$ cat src/rtl/multicycle_sequencer.sv
// Multicycle RV64 sequencer: one FSM stepping each instruction through
// FETCH/DECODE/EXEC/MEM/WB, driving datapath selects and write enables,
// with a data-memory ready handshake, wait timeout, halt state and a
// retired-instruction counter.
module multicycle_sequencer #(
  parameter int MEM_TIMEOUT = 16,
  parameter int CNT_W       = 32
) (
  input  logic             clk,
  input  logic             reset,
  input  logic             start,
  input  logic [6:0]       opcode,
  input  logic             flag,
  input  logic             mem_ready,
  output logic [3:0]       state,
  output logic [1:0]       aluop,
  output logic             mux1,
  output logic [1:0]       mux2,
  output logic             mux4,
  output logic             pc_sel,
  output logic             we_ir,
  output logic             we_pc,
  output logic             we_reg,
  output logic             we_mem,
  output logic             mem_req,
  output logic             busy,
  output logic             halted,
  output logic             err,
  output logic [CNT_W-1:0] retired
);

  localparam int WAIT_W = $clog2(MEM_TIMEOUT + 1);
  localparam logic [WAIT_W-1:0] WAIT_LAST = WAIT_W'(MEM_TIMEOUT - 1);

  localparam logic [6:0] OP_R    = 7'b0110011;
  localparam logic [6:0] OP_I    = 7'b0010011;
  localparam logic [6:0] OP_LD   = 7'b0000011;
  localparam logic [6:0] OP_SD   = 7'b0100011;
  localparam logic [6:0] OP_BR   = 7'b1100011;
  localparam logic [6:0] OP_JAL  = 7'b1101111;
  localparam logic [6:0] OP_JALR = 7'b1100111;
  localparam logic [6:0] OP_SYS  = 7'b1110011;

  typedef enum logic [3:0] {
    S_IDLE   = 4'd0,
    S_FETCH  = 4'd1,
    S_DECODE = 4'd2,
    S_EXEC   = 4'd3,
    S_MEM    = 4'd4,
    S_WB     = 4'd5,
    S_HALT   = 4'd6
  } state_t;

  state_t              r_state;
  logic [6:0]          r_op;
  logic [WAIT_W-1:0]   r_wait;
  logic                r_err;
  logic [CNT_W-1:0]    r_retired;

  function automatic logic is_legal(input logic [6:0] op);
    return (op == OP_R) || (op == OP_I) || (op == OP_LD) || (op == OP_SD) ||
           (op == OP_BR) || (op == OP_JAL) || (op == OP_JALR);
  endfunction

  // Datapath controls decoded from the current state and latched opcode;
  // only the branch PC select and the SD completion strobe look at inputs.
  always_comb begin
    aluop   = 2'b00;
    mux1    = 1'b0;
    mux2    = 2'b00;
    mux4    = 1'b0;
    pc_sel  = 1'b0;
    we_ir   = 1'b0;
    we_pc   = 1'b0;
    we_reg  = 1'b0;
    we_mem  = 1'b0;
    mem_req = 1'b0;
    case (r_state)
      S_FETCH: we_ir = 1'b1;
      S_EXEC: begin
        case (r_op)
          OP_R:         aluop = 2'b10;
          OP_I:         begin aluop = 2'b11; mux1 = 1'b1; end
          OP_LD, OP_SD: mux1 = 1'b1;
          OP_BR:        begin aluop = 2'b01; we_pc = 1'b1; pc_sel = flag; end
          OP_JALR:      begin mux4 = 1'b1; mux1 = 1'b1; end
          default:      ;
        endcase
      end
      S_MEM: begin
        mem_req = 1'b1;
        mux1    = 1'b1;
        if (r_op == OP_SD) begin
          we_mem = 1'b1;
          we_pc  = mem_ready;
        end
      end
      S_WB: begin
        we_reg = 1'b1;
        we_pc  = 1'b1;
        case (r_op)
          OP_R:    begin mux2 = 2'b01; aluop = 2'b10; end
          OP_I:    begin mux2 = 2'b01; aluop = 2'b11; mux1 = 1'b1; end
          OP_JAL:  begin mux2 = 2'b10; pc_sel = 1'b1; end
          OP_JALR: begin mux2 = 2'b10; pc_sel = 1'b1; mux4 = 1'b1; end
          default: mux2 = 2'b00;
        endcase
      end
      default: ;
    endcase
  end

  // Status outputs mirror the registered state.
  always_comb begin
    state   = r_state;
    busy    = (r_state != S_IDLE) && (r_state != S_HALT);
    halted  = (r_state == S_HALT);
    err     = r_err;
    retired = r_retired;
  end

  // Sequencer state, opcode latch, memory wait counter, error and retire count.
  always_ff @(posedge clk or negedge reset) begin
    if (!reset) begin
      r_state   <= S_IDLE;
      r_op      <= 7'd0;
      r_wait    <= '0;
      r_err     <= 1'b0;
      r_retired <= '0;
    end else begin
      if (we_pc) r_retired <= r_retired + 1'b1;
      case (r_state)
        S_IDLE:  if (start) r_state <= S_FETCH;
        S_FETCH: r_state <= S_DECODE;
        S_DECODE: begin
          r_op <= opcode;
          if (opcode == OP_SYS) begin
            r_state <= S_HALT;
          end else if (!is_legal(opcode)) begin
            r_state <= S_HALT;
            r_err   <= 1'b1;
          end else begin
            r_state <= S_EXEC;
          end
        end
        S_EXEC: begin
          if (r_op == OP_BR) begin
            r_state <= S_FETCH;
          end else if ((r_op == OP_LD) || (r_op == OP_SD)) begin
            r_state <= S_MEM;
            r_wait  <= '0;
          end else begin
            r_state <= S_WB;
          end
        end
        S_MEM: begin
          if (mem_ready) begin
            r_state <= (r_op == OP_LD) ? S_WB : S_FETCH;
          end else begin
            r_wait <= r_wait + 1'b1;
            // Timeout abandons the access: no write-back, PC left untouched.
            if (r_wait == WAIT_LAST) begin
              r_state <= S_HALT;
              r_err   <= 1'b1;
            end
          end
        end
        S_WB:    r_state <= S_FETCH;
        S_HALT:  r_state <= S_HALT;
        default: r_state <= S_IDLE;
      endcase
    end
  end

endmodule

$ cat config.mk
export PLATFORM = sky130hd
export DESIGN_NAME = multicycle_sequencer
export DESIGN_NICKNAME = d
export VERILOG_FILES = /design/src/rtl/multicycle_sequencer.sv
export SDC_FILE = /design/constraint.sdc
export NUM_CORES = 1
export LEC_CHECK = 0
export CORE_AREA = 2 2 73 127
export DETAILED_ROUTE_END_ITERATION = 12
export DIE_AREA = 0 0 75 129
export GPL_TIMING_DRIVEN = 0
export PLACE_DENSITY = 0.54
export SYNTH_ARGS = -nofsm -noshare
export SYNTH_HDL_FRONTEND = slang
export SYNTH_SLANG_ARGS = --single-unit
$ cat constraint.sdc
create_clock -name clk -period 2.4 [get_ports clk]
set_input_delay 0.72 -clock clk [delete_from_list [all_inputs] [get_ports clk]]
set_output_delay 0.72 -clock clk [all_outputs]
set_load 0.05 [all_outputs]
Yosys cells after proc, flatten, opt, wreduce, memory -nomap -nowiden:

Index checks and enable logic that the tools add are counted.

* register bits: 49
* word-level logic and storage cells: 96
* input bits: 12

* add/subtract/negate cells: 2
* reductions and logical operators: 19
* equality and inequality tests: 31
* mux-type cells: 39

Operators by type and width (number)
* $eq 7x7->1 const B: 7
* $add 32x1->32 const B: 1
* $eq 7x6->1 const B: 4
* $pmux 4 s7: 1
* $mux 1: 18
* $mux 5: 3
* $eq 7x2->1 const B: 2
* $eq 7x5->1 const B: 2
* $ne 2x2->1 const B: 7
* $eq 4x3->1 const B: 3
* $mux 3: 4
* $mux 4: 3
* $pmux 2 s2: 3
* $pmux 5 s2: 1
* $eq 4x2->1 const B: 2
* $logic_or 1x1->1: 7
* $pmux 1 s3: 2
* $pmux 2 s3: 1
* $reduce_or 2->1: 3
* $add 5x1->5 const B: 1
* $eq 5x4->1 const B: 1
* $reduce_and 5->1: 1
* $eq 4x1->1 const B: 1
* $logic_not 4->1: 1
* 10 further kinds: 12

Logic depth before layout (Yosys ltp):

* word-level depth: 10
* mapped depth: 7
* mapped depth without buffers: 6

Worst setup path after synthesis:

No wires, ideal clock.

* path type: reg2out
* start: register r_state[1] (netlist: state[1])
* end: output pc_sel
* path buffers: 0
* required time: 1680 ps
* arrival: 2949 ps
* slack: -1269 ps
* cell stages (with the launch flop): 4
* cell sequence: dfrtp_1 -> nand3b_1 -> nor4_1 -> a21o_1

* word-level cells in the longest chain between the ends: 2
* elaborated cells on any way between the ends: 3

Ends and longest elaborated chain
* from (decl): line 54 `state_t r_state;`
* from (signal assigned): line 158 `r_state <= (r_op == OP_LD) ? S_WB : S_FETCH;`
* $eq 4x3->1 or $eq 4x2->1 (tied branches): line 78 `case (r_state)`
* $pmux 1 s2 *: line 78
* to (decl): line 20 `output logic pc_sel,`

Mark *: on every way between the ends. The rest lies on a longest branch, timed or not.

Final worst setup path:

* start: register r_op[3]
* end: output aluop[0]

* word-level cells in the longest chain between the ends: 3
* elaborated cells on any way between the ends: 6

Ends and longest elaborated chain
* from (decl): line 55 `logic [6:0] r_op;`
* from (signal assigned): line 136 `r_op <= opcode;`
* $eq 7x7->1 (tied with other cells): line 81 `case (r_op)`
* $pmux 2 s3 or $pmux 2 s2 (tied branches): line 81, 101
* $pmux 2 s2 *: line 78
* to (decl): line 16 `output logic [1:0] aluop,`

Marks and branches as above.

==> results.yml <==
critical_path:
  endpoint_kind: "output pin"
  r2r_end: "retired[31]"
  crit_path_max_fanout: 4
  reg2regPathDepth: 7
  crit_end: "aluop[0]"
  cp-start-kind: "flop"
  r2r-start: "retired[5]"
  path_class: "reg -> out"
  worstPathRequired_ps: 1680
  cp.arrival_ps: 1790
  startpoint: "r_op[3]"
  reg2reg_slack_ps: 110
placement:
  hpwlAfterDp_um: 4780
  port_buffers: 61
  gp_congestion: 0.7936
  dp.cells: 436
  detailedPlace.worstSlack_ps: -1142
final_layout:
  layout.cells.non_filler: 459
  antenna_cells: 0
  fin_nets: 356
  final_util: 0.4328
  syn2layout_area_growth_pct: 48.11
  drive_above_1_share: 0.2953
cts:
  worstSkewPairLatency_ps: 300
  ctsHoldBuffers: 0
  clockBufferDepth: 2
  clock_sinks: 48
  clk_transition_reported_paths_ps: 70
  htree_levels: 2
  cts_root_buf: "clkbuf_16"
  cts_buffers: 5
  cts_tree: "yes"
timing:
  clock_skew_ps: 9.283
  tightest_slew_ps: 677.7
  max-slew-margin-rel: 0.5465
  period_minus_slack_ps: 2514
  fmax_ghz: 0.3978
  period_share: 1.047
  hold_slack_ps: 305.9
  rsz0062_at_grt: "true"
  finalWorstSetupSlack_ps: -113.9
  drv_slew: 0
  finalHoldViolCount: 0
  finalSetupViolCount: 5
detailed_routing:
  drc: 0
  drtPass1Iterations: 4
  avgRoutedWirePerCell_um: 14.36
  vias_per_cell: 4.675
  final_antenna_net_count: 0
  totalWireLength_um: 6589
  drt_iter0_markers: 49
  num_vias: 2146
power_and_ir_drop:
  powerDensity_nw_per_um2: 925.3
  netSwitchingFraction: 0.4201
  total_power_uw: 3450
  vdd_drop_max_v: 0.0006378
  p_int_uw: 2001
  seqPwrFrac: 0.343
  p_comb_frac: 0.459
  clockPowerShare: 0.198
  p_sw_uw: 1449
  p_leak_uw: 0.001665
floorplanning:
  die_h_um: 129
  initial_core_util: 0.2922
  fp.dieW_um: 75
  core-area_um2: 8615
  fp-row-count: 45
  ios: 63
  dieArea_um2: 9675
yosys:
  ys_seq_area_frac: 0.4771
  async_flop_share: 1.000
  netlist_area_um2: 2517
  syn_nets: 272
  synth_edf_count: 0
  synth_flop_cell: "dfrtp_1"
  synth_cells: 257
  ys_warn_count: 0
  syn_area_per_cell_um2: 9.795
  synth_seq_cells: 48
  synth_cell_type_count: 45
grt:
  grt_pass1_vias: 2271
  grt_overflow: 0
  grt_pass1_wl_um: 10900
  antenna_found_initial: 0
  track_usage: 0.1489
  grt_max_degree: 38
run_status:
  status: "complete, but fails checks"
  violations: "setup timing"
job:
  maxCapViolCount: 0
min_path:
  min_path_type: "in -> async"
## what timing repair did
action,4_1_cts,5_1_grt
endpoints found under the setup margin,36,26
gates resized for setup,96,17
setup buffers,10,6
cloned,0,0
pin swaps,8,4
## cell type report
type	instances	area (um^2)
buffer	8	57.56
clock buffer	7	132.6
clock inverter	1	5.005
fill	840	4886
inverter	17	67.56
multi-input combinational	183	1351
sequential	48	1221
tap	117	146.4
timing repair buffer	78	747.0
## registers in the layout, summed over array words and instances (netlist names)
register / flops
retired: 32
r_op: 7
r_wait: 5
state: 3
err: 1
## placed cells by master, fill, tap and decap left out, types with 3 or more instances in the layout
master            n
buf_4            18
xnor2_1          11
clkbuf_16         5
nand2_1          25
nor2_1           16
and4_1            3
nor2b_1           3
nand3b_1          3
buf_6             6
xor2_1           20
dfrtp_2          16
mux2_2            8
o21ai_0           5
clkdlybuf4s15_2   3
nor4_2            3
nor3_1           14
dfrtp_1          32
nand3_1           8
nor2_2            4
a21oi_1          11
clkdlybuf4s50_1  45
buf_2             7
inv_1            16
ha_1              3
nor4_1            4
## cell usage after synthesis, types with 4 or more instances
| cell | instances | share of area |
|---|---|---|
| a21oi_1 | 11 | 0.022 |
| and4_1 | 4 | 0.014 |
| clkbuf_1 | 5 | 0.0075 |
| dfrtp_1 | 48 | 0.48 |
| inv_1 | 17 | 0.025 |
| mux2_2 | 8 | 0.036 |
| nand2_1 | 25 | 0.037 |
| nand3_1 | 9 | 0.018 |
| nor2_1 | 22 | 0.033 |
| nor3_1 | 16 | 0.032 |
| nor4_1 | 5 | 0.012 |
| nor4_2 | 4 | 0.020 |
| o21ai_0 | 6 | 0.012 |
| xnor2_1 | 11 | 0.038 |
| xor2_1 | 21 | 0.073 |
## worst min path at each step
stage / end / slack (ps) / cells after the start / startpoint
3_3_place_gp: err / 460 / 2 / err
4_1_cts: r_op[1] / 310 / 1 / reset
3_5_place_dp: retired[31] / 460 / 1 / retired[31]
6_report: r_op[1] / 310 / 1 / reset
2_1_floorplan: err / 420 / 0 / reset
5_1_grt: r_op[1] / 330 / 1 / reset
## worst max-delay path, stage by stage, from the launching register on
cell and delay [ps]:
dfrtp_2 450, nand4bb_4 250, or3_4 370, nor2_2 90
a21oi_1 50, nor2_2 120, buf_6 160
## power by group through the flow
stage          Combinational (uW)  Sequential, uW  Clock [uW]
2_1_floorplan                 781            1310           0
3_3_place_gp                 1360            1150           0
3_5_place_dp                 1380            1150           0
4_1_cts                      1500            1180         707
5_1_grt                      1700            1210         733
6_report                     1580            1180         683
## stage by stage
| stage | setup TNS, ps | instance area (um^2) |
|---|---|---|
| floorplan | -647.7 | 2608 |
| global placement | -58310 | 3364 |
| detailed placement | -16910 | 3379 |
| CTS | -420.1 | 3630 |
| global route | -718.3 | 3729 |
| finish | -374.2 | 3729 |
## metal layers
metal	up-vias	routed length (um)	GRT usage
li1	1049	-	-
met1	1020	2489	0.1643
met2	65	3564	0.2590
met3	12	327	0.03367
met4	0	208	0.07458
met5	-	0	0
## cell families after synthesis
family / share of synthesized area
compound gates: 0.07058
xor+xnor: 0.1113
fa+ha+maj: 0.01491
buf+inv: 0.04622
flops: 0.4771
mux: 0.03579
other cells: 0.001490
simple gates: 0.2426
Note: power is estimated with default switching activity, not from simulation.
